[src/rtl/isa_pkg.sv]
// Register-class encodings shared by the issue-stage blocks.
// Pure constants: no logic, no latency and no backpressure.
package isa_pkg;
  localparam int RC_SCALAR = 0;
  localparam int RC_FP     = 1;
  localparam int RC_VEC    = 2;
endpackage

[src/rtl/sb_pending_bank.sv]
// Pending-write counters for one register class. Updates land on the next edge and are never backpressured.
// o_nz/o_sat come from registered state; o_busy_nxt/o_underflow describe the update being applied this cycle.
module sb_pending_bank #(
  parameter int NUM_REGS = 32,
  parameter int CNT_W    = 2,
  parameter int DEC_W    = 3
) (
  input  logic                           i_clk,
  input  logic                           i_rst,
  input  logic                           i_flush_all,
  input  logic [NUM_REGS-1:0]            i_inc,
  input  logic [NUM_REGS-1:0][DEC_W-1:0] i_dec,
  output logic [NUM_REGS-1:0]            o_nz,
  output logic [NUM_REGS-1:0]            o_sat,
  output logic                           o_busy_nxt,
  output logic                           o_underflow
);
  localparam int SUM_W = CNT_W + 2;
  localparam logic [CNT_W-1:0] CNT_MAX = '1;

  logic [NUM_REGS-1:0][CNT_W-1:0] r_cnt;
  logic [NUM_REGS-1:0][CNT_W-1:0] w_cnt_nxt;
  logic [NUM_REGS-1:0][SUM_W-1:0] w_sum;
  logic [NUM_REGS-1:0]            w_neg;

  always_comb begin
    w_sum     = '0;
    w_neg     = '0;
    w_cnt_nxt = '0;
    o_nz      = '0;
    o_sat     = '0;
    for (int r = 0; r < NUM_REGS; r++) begin
      // Two's-complement at SUM_W bits: the MSB flags a net decrement past zero.
      w_sum[r] = SUM_W'(r_cnt[r]) + SUM_W'(i_inc[r]) - SUM_W'(i_dec[r]);
      w_neg[r] = w_sum[r][SUM_W-1];
      if (w_neg[r]) begin
        w_cnt_nxt[r] = '0;
      end else if (w_sum[r] > SUM_W'(CNT_MAX)) begin
        w_cnt_nxt[r] = CNT_MAX;
      end else begin
        w_cnt_nxt[r] = w_sum[r][CNT_W-1:0];
      end
      o_nz[r]  = |r_cnt[r];
      o_sat[r] = (r_cnt[r] == CNT_MAX);
    end
  end

  assign o_busy_nxt  = !i_flush_all && (|w_cnt_nxt);
  assign o_underflow = !i_flush_all && (|w_neg);

  always_ff @(posedge i_clk) begin
    if (i_rst) begin
      r_cnt <= '0;
    end else if (i_flush_all) begin
      r_cnt <= '0;
    end else begin
      r_cnt <= w_cnt_nxt;
    end
  end
endmodule

[src/rtl/pending_scoreboard.sv]
// Counter-based pending-write scoreboard; stall is combinational from registered counters, busy_any/underflow_err registered.
// Issue is held off via stall on RAW or dest saturation; SB_WAW_STRICT_EN stalls on any outstanding dest write.
module pending_scoreboard
  import isa_pkg::*;
#(
  parameter int NUM_CLASSES = 3,
  parameter int NUM_REGS    = 32,
  parameter int NUM_SRC     = 3,
  parameter int NUM_WB      = 3,
  parameter int CNT_W       = 2,
  localparam int CLS_W      = (NUM_CLASSES > 1) ? $clog2(NUM_CLASSES) : 1,
  localparam int REG_W      = $clog2(NUM_REGS)
) (
  input  logic                     clk,
  input  logic                     rst,
  input  logic                     issue_valid,
  input  logic [NUM_SRC-1:0]       issue_src_valid,
  input  logic [NUM_SRC*CLS_W-1:0] issue_src_class,
  input  logic [NUM_SRC*REG_W-1:0] issue_src,
  input  logic                     issue_rd_valid,
  input  logic [CLS_W-1:0]         issue_rd_class,
  input  logic [REG_W-1:0]         issue_rd,
  output logic                     stall,
  input  logic                     flush_rr,
  input  logic                     flush_rr_rd_valid,
  input  logic [CLS_W-1:0]         flush_rr_rd_class,
  input  logic [REG_W-1:0]         flush_rr_rd,
  input  logic [NUM_WB-1:0]        wb_valid,
  input  logic [NUM_WB*CLS_W-1:0]  wb_class,
  input  logic [NUM_WB*REG_W-1:0]  wb_rd,
  input  logic                     flush_all,
  output logic                     busy_any,
  output logic                     underflow_err
);
  localparam int DEC_W = $clog2(NUM_WB + 2);

  logic [NUM_CLASSES-1:0][NUM_REGS-1:0]            w_nz;
  logic [NUM_CLASSES-1:0][NUM_REGS-1:0]            w_sat;
  logic [NUM_CLASSES-1:0][NUM_REGS-1:0]            w_trk;
  logic [NUM_CLASSES-1:0][NUM_REGS-1:0]            w_rd_hit;
  logic [NUM_CLASSES-1:0][NUM_REGS-1:0]            w_inc;
  logic [NUM_CLASSES-1:0][NUM_REGS-1:0][DEC_W-1:0] w_dec;
  logic [NUM_CLASSES-1:0]                          w_busy_nxt;
  logic [NUM_CLASSES-1:0]                          w_underflow;
  logic                                            w_raw;
  logic                                            w_dest_blk;
  logic                                            w_accept;
  logic                                            r_busy_any;
  logic                                            r_underflow_err;

  // Out-of-range classes/indices simply never match any (c, r) pair.
  always_comb begin
    w_trk    = '0;
    w_raw    = 1'b0;
    w_rd_hit = '0;
    w_dec    = '0;
    for (int c = 0; c < NUM_CLASSES; c++) begin
      for (int r = 0; r < NUM_REGS; r++) begin
        w_trk[c][r] = !((c == RC_SCALAR) && (r == 0));
        for (int s = 0; s < NUM_SRC; s++) begin
          if (issue_src_valid[s] && (issue_src_class[s*CLS_W +: CLS_W] == CLS_W'(c)) &&
              (issue_src[s*REG_W +: REG_W] == REG_W'(r))) begin
            w_raw = w_raw | w_nz[c][r];
          end
        end
        w_rd_hit[c][r] = w_trk[c][r] && issue_rd_valid &&
                         (issue_rd_class == CLS_W'(c)) && (issue_rd == REG_W'(r));
        for (int p = 0; p < NUM_WB; p++) begin
          if (w_trk[c][r] && wb_valid[p] && (wb_class[p*CLS_W +: CLS_W] == CLS_W'(c)) &&
              (wb_rd[p*REG_W +: REG_W] == REG_W'(r))) begin
            w_dec[c][r] = w_dec[c][r] + DEC_W'(1);
          end
        end
        if (w_trk[c][r] && flush_rr && flush_rr_rd_valid &&
            (flush_rr_rd_class == CLS_W'(c)) && (flush_rr_rd == REG_W'(r))) begin
          w_dec[c][r] = w_dec[c][r] + DEC_W'(1);
        end
      end
    end
  end

`ifdef SB_WAW_STRICT_EN
  assign w_dest_blk = |(w_rd_hit & w_nz);
`else
  assign w_dest_blk = |(w_rd_hit & w_sat);
`endif

  assign stall    = issue_valid && (w_raw || w_dest_blk);
  assign w_accept = issue_valid && !stall;
  assign w_inc    = w_accept ? w_rd_hit : '0;

  for (genvar c = 0; c < NUM_CLASSES; c++) begin : g_bank
    sb_pending_bank #(
      .NUM_REGS (NUM_REGS),
      .CNT_W    (CNT_W),
      .DEC_W    (DEC_W)
    ) u_bank (
      .i_clk       (clk),
      .i_rst       (rst),
      .i_flush_all (flush_all),
      .i_inc       (w_inc[c]),
      .i_dec       (w_dec[c]),
      .o_nz        (w_nz[c]),
      .o_sat       (w_sat[c]),
      .o_busy_nxt  (w_busy_nxt[c]),
      .o_underflow (w_underflow[c])
    );
  end

  always_ff @(posedge clk) begin
    if (rst) begin
      r_busy_any      <= 1'b0;
      r_underflow_err <= 1'b0;
    end else begin
      r_busy_any      <= |w_busy_nxt;
      r_underflow_err <= r_underflow_err | (|w_underflow);
    end
  end

  assign busy_any      = r_busy_any;
  assign underflow_err = r_underflow_err;
endmodule
[config.mk]
export PLATFORM = sky130hd
export DESIGN_NAME = pending_scoreboard
export DESIGN_NICKNAME = d
export VERILOG_FILES = /design/src/rtl/isa_pkg.sv /design/src/rtl/sb_pending_bank.sv /design/src/rtl/pending_scoreboard.sv
export SDC_FILE = /design/constraint.sdc
export NUM_CORES = 2
export LEC_CHECK = 0
export BUFFER_PORTS_ARGS = -buffer_cell sky130_fd_sc_hd__buf_2
export CAP_MARGIN = 40
export CORE_MARGIN = 5
export CORE_UTILIZATION = 38
export CTS_BUF_LIST = sky130_fd_sc_hd__clkbuf_8
export DETAILED_ROUTE_END_ITERATION = 8
export PLACE_DENSITY_LB_ADDON = 0.1
export SLEW_MARGIN = 25
export SYNTH_ARGS = -nofsm -noshare
export SYNTH_HDL_FRONTEND = slang
export SYNTH_SLANG_ARGS = --single-unit
export TNS_END_PERCENT = 30
[constraint.sdc]
create_clock -name clk -period 10.9 [get_ports clk]
set_clock_uncertainty 0.2 [all_clocks]
set_input_delay 2.18 -clock clk [delete_from_list [all_inputs] [get_ports clk]]
set_output_delay 2.18 -clock clk [all_outputs]
set_load 0.05 [all_outputs]
==> flow_metrics.env <==
export IMPL_syn_inst=5065
export IMPL_p_per_area_mw_per_mm2=46.9
export IMPL_htreeDepth=4
export IMPL_arrival_ns=9.51
export IMPL_multi_input_area_mm2=0.0307
export IMPL_rsz0062_at_grt="false"
export IMPL_fillers=10336
export IMPL_min_period_over_period_pct=83.8
export IMPL_tritoncts="built"
export IMPL_drcViolationCount=0
export IMPL_gp_congestion=1.11
export IMPL_r2r_end="busy_any"
export IMPL_routedWlPerCell_um=35.7
export IMPL_synth_common_cells="ha_1, nand2_1, nor2_1"
export IMPL_syn_nets=5989
export IMPL_regArea_mm2=0.00384
export IMPL_peakVddDrop_uv=90.2
export IMPL_hold_viol_final=0
export IMPL_grt_pass1_vias=36879
export IMPL_yosys_area_top_type_share_pct=25.5
export IMPL_hold_path_class="reg -> reg"
export IMPL_synth_seq_cells=192
export IMPL_synth_most_common_cell="ha_1"
export IMPL_min_path_cells=2
export IMPL_layout_nets=6037
export IMPL_ant_nets=0
export IMPL_ys_types=78
export IMPL_ys_flop_type="dfxtp_1"
export IMPL_max_cap_viol_count=0
export IMPL_fin_util_pct=41.3
export IMPL_numCtsBuffers=17
export IMPL_clk_latency_ns=0.66
export IMPL_grtUsageTotal_pct=42.7
export IMPL_vias=40400
export IMPL_setup_tns_ns=0
export IMPL_yosys_area_top_type="ha_1"
export IMPL_start_util_pct=38.4
export IMPL_ys_seq_area_share_pct=10.3
export IMPL_rows=114
export IMPL_yosys_warnings=0
export IMPL_status="finished clean"
export IMPL_totalWireLength_um=229000
export IMPL_worst_setup_path_type="in -> reg"
export IMPL_synth_edf_count=0
export IMPL_cts_num_sinks=192
export IMPL_setup_violations=0
export IMPL_areaGrowthSynthToFinish_pct=7.61
export IMPL_drtIter0Drc=5534
export IMPL_crit_buf_inv=2
export IMPL_clockBufferDepth=2
export IMPL_dr_pass1_iters=9
export IMPL_dieArea_mm2=0.104
export IMPL_synth_area_mm2=0.0372
export IMPL_ctsHoldBuffers=0
export IMPL_cpMaxStageDelayCell="nor3_1"
export IMPL_period_minus_slack_ns=9.14
export IMPL_slew_headroom_pct=24.6
export IMPL_synth_area_top_cells="ha_1, dfxtp_1, nand2_1"
export IMPL_clk_pin_slew_worst_paths_ns=0.16
export IMPL_die_x_um=323
export IMPL_grt_ovfl_total=0
export IMPL_r2r_setup_slack_ns=3.07
export IMPL_synth_async_sr_flop_share_pct=0
export IMPL_r2r_start="g_bank[0].u_bank.r_cnt[6]"
export IMPL_startpoint_type="input port"
export IMPL_antenna_found_initial=31
export IMPL_fp_coreArea_mm2=0.0970
export IMPL_worstPathCellList="buf_2 -> nand4bb_1 -> nor3_1 -> o22ai_1 -> nand4_1 -> nor4_1 -> o2111ai_1 -> or4_4 -> buf_12 -> nor3_2 -> ha_1 -> ha_1 -> ha_1 -> nor2b_1 -> o21ai_0 -> nand2_1 -> o21ai_0 -> nand4_1 -> nor4_1 -> nand4_1 -> o31a_1"
export IMPL_cp_max_fo=27
export IMPL_ctsResizeCount=0
export IMPL_worstPathRequired_ns=11.27
export IMPL_holdCritStartpoint="underflow_err"
export IMPL_postCtsSetupBuffers=0
export IMPL_cts_root_buf="clkbuf_8"
export IMPL_crit_family="simple AND/OR/NAND/NOR gates"
export IMPL_rr_worst_depth=22
export IMPL_slowest_delay_ns=1.06
export IMPL_endpoint_kind="flop"
export IMPL_max_slew_worst_pin_slew_ns=1.10
export IMPL_leakage_nw=18.3
export IMPL_die_h_um=323
export IMPL_hpwlAfterDp_um=193000
export IMPL_layout_drive_gt1_share_pct=7.78
export IMPL_grt_pass1_wl_um=306000
export IMPL_vias_per_cell=6.29
export IMPL_grt_max_degree=61
export IMPL_syn_avg_cell_area_um2=7.35
export IMPL_ios=72
export IMPL_port_buffers=71
export IMPL_max_freq_mhz=109
export IMPL_drv_slew=0
export IMPL_hold_path_end="underflow_err"
==> layout by cell type (no fill, tap or decap), types with 75 or more instances in the layout <==
| master | n |
|---|---|
| ha_1 | 760 |
| a21oi_1 | 141 |
| nor4_1 | 101 |
| buf_4 | 131 |
| nor2_1 | 511 |
| nor2b_1 | 120 |
| fa_1 | 95 |
| dfxtp_1 | 192 |
| inv_1 | 514 |
| xor2_1 | 179 |
| xnor2_1 | 201 |
| nand2_1 | 659 |
| nand4_1 | 86 |
| nor3_1 | 179 |
| nand3_1 | 172 |
| buf_2 | 75 |
| o21ai_0 | 189 |
==> sequential cells by signal, summed over array words and instances (netlist names) <==
name / count
busy_any: 1
underflow_err: 1
g_bank.u_bank.r_cnt: 190
==> layer usage <==
layer | GRT usage (%) | vias to the layer above | share of wire (%)
li1 | - | 17564 | -
met1 | 55.1 | 19522 | 40
met2 | 61.7 | 2601 | 40
met3 | 11.3 | 699 | 11
met4 | 30.3 | 14 | 8.9
met5 | 0 | - | 0.040
==> per-stage QoR <==
| step | instances | hold slack (ns) | cell area, um2 | power [mW] | setup WS (ns) |
|---|---|---|---|---|---|
| after floorplan | 5065 | 0.495 | 37200 | 1.00 | 3.83 |
| after global placement | 6334 | 0.261 | 39300 | 1.31 | 1.12 |
| after CTS | 6394 | 0.292 | 39900 | 1.85 | 2.09 |
| after global routing | 6404 | 0.359 | 40000 | 1.90 | 1.69 |
| final | 6422 | 0.296 | 40100 | 1.88 | 1.76 |
| after detailed placement | 6362 | 0.261 | 39600 | 1.31 | 1.38 |
==> kinds of logic after synthesis <==
family	count (synthesis)	share of synthesized area, %
buffers and inverters	711	7.52
flip-flops	192	10.3
XOR/XNOR	380	8.94
AND/OR/NAND/NOR	2195	29.1
multiplexers	97	2.72
adder cells (fa/ha/maj)	855	30.7
AO/OA/AOI/OAI	635	10.8
==> layout make-up <==
cell class                 instances  share of cell area (%)
antenna                           20                   0.125
clock buffer                      17                   0.584
clock inverter                    15                   0.315
inverter                         514                    4.82
multi-input combinational       4162                    76.6
sequential                       192                    9.59
tap                             1276                    3.99
timing repair buffer             226                    4.02
==> worst register-to-register path, delay by kind of cell, from the launching register on <==
family	cells	cell delay (ns)
and+or+nand+nor	9	3.65
AOI/OAI and AO/OA	5	1.83
adders and majority gates	3	0.86
buffers and inverters	4	0.67
DFF	1	0.39
xor gates and xnor gates	1	0.18
==> worst max path at each step <==
stage,from,end,cells past startpoint,slack [ns]
floorplan,issue_src_class[0],busy_any,20,3.83
global placement,issue_rd[1],busy_any,19,1.12
detailed placement,issue_src[8],busy_any,24,1.38
CTS,issue_src[8],busy_any,24,2.09
global route,issue_src_class[0],busy_any,23,1.69
finish,issue_src[12],busy_any,21,1.76
==> power by group <==
group | total (mW) | switching (mW) | internal, mW
registers | 0.729 | 0.0187 | 0.710
logic | 0.598 | 0.456 | 0.142
clock network | 0.553 | 0.388 | 0.165
Note: power is estimated with default switching activity, not from simulation.
